<file path="src/rtl/fifo_uart_pkg.sv">
// Shared definitions for the nibble-FIFO to UART 8N1 transmitter.
package fifo_uart_pkg;

    typedef logic [2:0] state_t;

    localparam state_t IDLE  = 3'd0;
    localparam state_t POP   = 3'd1;
    localparam state_t CAP   = 3'd2;
    localparam state_t START = 3'd3;
    localparam state_t DATA  = 3'd4;
    localparam state_t STOP  = 3'd5;

    localparam int FRAME_BITS           = 10;
    localparam int DEFAULT_CLKS_PER_BIT = 16;

    function automatic int frame_cycles(input int clks_per_bit);
        return FRAME_BITS * clks_per_bit;
    endfunction

endpackage

</file>
<file path="src/rtl/fifo_uart_tx_bit_timer.sv">
// Baud timer: down-counter loaded at each bit boundary, pulses bit_end on the
// final cycle of a bit.
module uart_bit_timer #(
    parameter int CLKS_PER_BIT = 16
) (
    input  logic clk,
    input  logic rst_n,
    input  logic load,
    output logic bit_end
);

    localparam int CW = (CLKS_PER_BIT > 1) ? $clog2(CLKS_PER_BIT) : 1;
    localparam logic [CW-1:0] RELOAD = CW'(CLKS_PER_BIT - 1);

    logic [CW-1:0] cnt;
    logic          active;

    // load wins over expiry so back-to-back bits keep exact length
    always_ff @(posedge clk) begin
        if (!rst_n) begin
            cnt    <= '0;
            active <= 1'b0;
        end else if (load) begin
            cnt    <= RELOAD;
            active <= 1'b1;
        end else if (active) begin
            if (cnt == '0) begin
                active <= 1'b0;
            end else begin
                cnt <= cnt - CW'(1);
            end
        end
    end

    assign bit_end = active && (cnt == '0);

endmodule

</file>
<file path="src/rtl/fifo_uart_tx.sv">
// Pops two nibbles from the FIFO read port (low nibble first) and sends the
// resulting byte as a UART 8N1 frame on tx.
//
// state | meaning
// IDLE  | line high; wait for FIFO not empty
// POP   | fifo_rinc pulse
// CAP   | capture fifo_rdata into low/high half of shreg
// START | start bit (tx=0)
// DATA  | 8 data bits, LSB first
// STOP  | stop bit (tx=1), byte_done on last cycle
module fifo_uart_tx
    import fifo_uart_pkg::*;
#(
    parameter int DATA_WIDTH   = 4,
    parameter int CLKS_PER_BIT = DEFAULT_CLKS_PER_BIT
) (
    input  logic                  clk,
    input  logic                  rst_n,
    input  logic                  fifo_empty,
    input  logic [DATA_WIDTH-1:0] fifo_rdata,
    output logic                  fifo_rinc,
    output logic                  tx,
    output logic                  busy,
    output logic                  byte_done
);

    state_t     state;
    state_t     state_nx;
    logic       nib_sel;
    logic [7:0] shreg;
    logic [2:0] bit_idx;
    logic       bit_end;
    logic       timer_load;

    uart_bit_timer #(
        .CLKS_PER_BIT(CLKS_PER_BIT)
    ) u_bit_timer (
        .clk     (clk),
        .rst_n   (rst_n),
        .load    (timer_load),
        .bit_end (bit_end)
    );

    always_comb begin
        state_nx = state;
        case (state)
            IDLE:    if (!fifo_empty) state_nx = POP;
            POP:     state_nx = CAP;
            CAP:     state_nx = nib_sel ? START : IDLE;
            START:   if (bit_end) state_nx = DATA;
            DATA:    if (bit_end && (bit_idx == 3'd7)) state_nx = STOP;
            STOP:    if (bit_end) state_nx = IDLE;
            default: state_nx = IDLE;
        endcase
    end

    // Reload at entry to START and at every bit boundary up to the stop bit
    assign timer_load = ((state == CAP) && nib_sel)
                      || (bit_end && ((state == START) || (state == DATA)));

    always_ff @(posedge clk) begin
        if (!rst_n) begin
            state   <= IDLE;
            nib_sel <= 1'b0;
            shreg   <= '0;
            bit_idx <= '0;
        end else begin
            state <= state_nx;
            if (state == CAP) begin
                if (nib_sel) begin
                    shreg[7:4] <= fifo_rdata;
                end else begin
                    shreg[3:0] <= fifo_rdata;
                end
                nib_sel <= ~nib_sel;
            end
            if (state == START) begin
                bit_idx <= 3'd0;
            end else if ((state == DATA) && bit_end) begin
                bit_idx <= bit_idx + 3'd1;
            end
        end
    end

    always_comb begin
        tx = 1'b1;
        case (state)
            START:   tx = 1'b0;
            DATA:    tx = shreg[bit_idx];
            default: tx = 1'b1;
        endcase
    end

    assign fifo_rinc = (state == POP);
    assign busy      = (state != IDLE) || nib_sel;
    assign byte_done = (state == STOP) && bit_end;

endmodule

</file>
<file path="config.mk">
export PLATFORM = sky130hd
export DESIGN_NAME = fifo_uart_tx
export DESIGN_NICKNAME = d
export VERILOG_FILES = /design/src/rtl/fifo_uart_pkg.sv /design/src/rtl/fifo_uart_tx_bit_timer.sv /design/src/rtl/fifo_uart_tx.sv
export SDC_FILE = /design/constraint.sdc
export NUM_CORES = 1
export LEC_CHECK = 0
export ABC_AREA = 1
export CAP_MARGIN = 20
export CORE_MARGIN = 2
export CORE_UTILIZATION = 50
export DETAILED_ROUTE_END_ITERATION = 8
export GPL_ROUTABILITY_DRIVEN = 0
export PLACE_DENSITY = 0.73
export SYNTH_ARGS = -nofsm -noshare
export SYNTH_HDL_FRONTEND = slang
export SYNTH_SLANG_ARGS = --single-unit
</file>
<file path="constraint.sdc">
create_clock -name clk -period 2.3 [get_ports clk]
set_clock_uncertainty 0.2 [all_clocks]
set_input_delay 0.23 -clock clk [delete_from_list [all_inputs] [get_ports clk]]
set_output_delay 0.23 -clock clk [all_outputs]
set_load 0.05 [all_outputs]
</file>
==> results.sh <==
export IMPL_status="complete, no violations"
export IMPL_finalCritPeriodShare=0.8769
export IMPL_slew_headroom=0.6695
export IMPL_critical_path_class="flip-flop to primary output"
export IMPL_final_common_cell="nor2_1"
export IMPL_postPlaceCellArea_um2=1179
export IMPL_initial_core_util=0.5347
export IMPL_cp_start_kind="flip-flop"
export IMPL_fp_dieArea_um2=2504
export IMPL_ant_nets=0
export IMPL_fp_row_count=16
export IMPL_drtIter0Drc=15
export IMPL_rsz0062_at_grt="false"
export IMPL_hpwl_um=1737
export IMPL_routed_top_layer="met4"
export IMPL_internal_power_uw=698.4
export IMPL_crit_family="buffers and inverters"
export IMPL_hold_end="nib_sel"
export IMPL_combPwrFrac=0.367
export IMPL_ys_flop_type="dfxtp_1"
export IMPL_swShare=0.3831
export IMPL_drv_slew=0
export IMPL_whs_ns=0.3143
export IMPL_vias=976
export IMPL_grt_ovfl_total=0
export IMPL_rr_worst_depth=8
export IMPL_synth_top_area_frac=0.3778
export IMPL_final_cell_area_um2=1232
export IMPL_cp_cell_sequence="inv_1 > nor3_1 > dlygate4sd2_1"
export IMPL_grt_pass1_vias=909
export IMPL_n_antenna_cell=0
export IMPL_async_flop_share=0
export IMPL_clockBufferDepth=2
export IMPL_grt_usage=0.2004
export IMPL_wl_um=2229
export IMPL_netlist_area_um2=1060
export IMPL_whs_path_depth=2
export IMPL_worst_path_max_fanout=4
export IMPL_drive_above_1_share=0.1279
export IMPL_critPathArrivalTime_ns=1.59
export IMPL_syn_to_final_growth_pct=16.29
export IMPL_cts_root_buf="clkbuf_4"
export IMPL_power_switching_uw=433.7
export IMPL_critPathMaxStageDelay_ns=0.57
export IMPL_antenna_found_initial=0
export IMPL_final_setup_worst_slack_ns=0.2832
export IMPL_ioPinCount=11
export IMPL_mostFrequentLayoutCells="39 x nor2_1, 22 x nand2_1, 21 x inv_1"
export IMPL_reg2reg_to="u_bit_timer.cnt[1]"
export IMPL_seq_power_share=0.382
export IMPL_worst_pin_slew_ns=0.4949
export IMPL_ys_types=22
export IMPL_max_freq_ghz=0.4958
export IMPL_p_per_area_nw_per_um2=918.6
export IMPL_clk_pin_slew_ns=0.11
export IMPL_cts_tree="done"
export IMPL_yosysSeqAreaShare=0.3778
export IMPL_pre_cts_slack_ns=0.3464
export IMPL_nets=183
export IMPL_setup_violations=0
export IMPL_cts_setup_buffers=0
export IMPL_synth_area_leaders="dfxtp_1 38%, nor2_1 14%, nand2_1 7.8%, inv_1 7.4%, o21ai_0 6.6%"
export IMPL_die_y_um=50.04
export IMPL_insertion_delay_ns=0.30
export IMPL_viasPerCell=4.905
export IMPL_syn_area_per_cell_um2=6.624
export IMPL_die_x_um=50.04
export IMPL_min_period_ns=2.017
export IMPL_drv_cap=0
export IMPL_met2_wirelength_um=1079
export IMPL_m1WireLength_um=1074
export IMPL_syn_nets=170
export IMPL_wl_met3_um=60
export IMPL_clkPwrFrac=0.252
export IMPL_ir_drop_mv=0.7693
export IMPL_slowest_stage="dlygate4sd2_1"
export IMPL_finalSetupTns_ns=0
export IMPL_worst_r2r_startpoint="u_bit_timer.cnt[0]"
export IMPL_clock_sinks=20
export IMPL_hold_viol=0
export IMPL_crit_required_ns=1.87
export IMPL_power_leakage_uw=0.0005817
export IMPL_synth_edff_count=0
export IMPL_wl_per_cell_um=11.20
export IMPL_hold_path_class="flip-flop to flip-flop"
export IMPL_synth_warning_count=0
export IMPL_firstDrtPassIters=4
export IMPL_cp_buffers_inverters=2
export IMPL_min_from="nib_sel"
export IMPL_reg2reg_slack_ns=0.74
export IMPL_n_fill_cell=192
export IMPL_yosysTopAreaCell="dfxtp_1"
export IMPL_grt_pass1_wl_um=3857
export IMPL_design_core_area_um2=1982
export IMPL_ys_ff_latch=20
export IMPL_grt_max_degree=13
export IMPL_post_route_util=0.6218
export IMPL_syn_inst=160
export IMPL_drc=0
export IMPL_cts_buffers_inserted=3
export IMPL_htreeDepth=1
export IMPL_postCtsHoldBufs=0
export IMPL_io_buffers=10
export IMPL_endpoint_kind="primary output"
-- metal layers --
metal | track usage | up-vias
met5 | 0 | -
met2 | 0.3289 | 18
met4 | 0.06944 | 0
met1 | 0.2608 | 431
li1 | - | 525
met3 | 0.03636 | 2
-- worst max path at each step --
stage | from | to | slack, ns | cells past startpoint
6_report | state[0] | fifo_rinc | 0.28 | 3
2_1_floorplan | state[0] | state[1] | 0.27 | 4
5_1_grt | state[0] | fifo_rinc | 0.14 | 3
3_3_place_gp | state[0] | fifo_rinc | 0.44 | 3
4_1_cts | state[1] | busy | 0.07 | 5
3_5_place_dp | state[0] | fifo_rinc | 0.35 | 3
-- power groups by stage --
stage	sequential, uW	clock [uW]	combinational, uW
finish	432	285	415
global route	439	308	463
detailed placement	439	0	422
global placement	433	0	410
CTS	431	294	420
floorplan	427	0	317
-- synth_stat cells (2+ instances only) --
| cell | instances |
|---|---|
| inv_2 | 4 |
| nor2_4 | 2 |
| dfxtp_1 | 20 |
| nand2_2 | 5 |
| nand3_1 | 11 |
| nand4_1 | 3 |
| nor2_1 | 39 |
| nand2_1 | 22 |
| ha_1 | 3 |
| o21ai_0 | 14 |
| inv_1 | 21 |
| a21oi_1 | 6 |
-- cells by family (layout without fill, tap and decap cells) --
| group | count (synthesis) | after routing | share of synthesized area |
|---|---|---|---|
| xor gates and xnor gates | 1 | 1 | 0.008266 |
| adders and majority gates | 3 | 3 | 0.03542 |
| AOI/OAI and AO/OA | 22 | 22 | 0.1074 |
| buffers and inverters | 28 | 40 | 0.1039 |
| and+or+nand+nor | 86 | 86 | 0.3672 |
| DFF | 20 | 20 | 0.3778 |
-- what timing repair did --
item	CTS	global route
endpoints found under the setup margin	1	1
hold endpoints to repair	0	0
resized for setup	1	1
-- final cells by class --
class,count,area (um2),area share
multi-input combinational,112,549.3,0.4457
sequential,20,400.4,0.3249
inverter,26,100.1,0.08122
clock inverter,1,30.03,0.02437
timing repair buffer,10,96.34,0.07817
clock buffer,3,22.52,0.01827
tap,27,33.78,0.02741
-- metrics by stage --
step                      cells  power, uW
after floorplan             160      743.8
after global placement      195      842.8
after detailed placement    195      860.5
after CTS                   199       1145
after global routing        199       1210
final                       199       1132
-- flip-flops by register name, summed over array words and instances (netlist names) --
register,cells
bit_idx,3
nib_sel,1
shreg,8
state,3
u_bit_timer.active,1
u_bit_timer.cnt,4
-- tightest hold or removal path: stages (launching register included) --
cell	delay [ns]
dfxtp_1	0.34
nand2_1	0.07
a21oi_1	0.06
(Power assumes the default switching activity.)
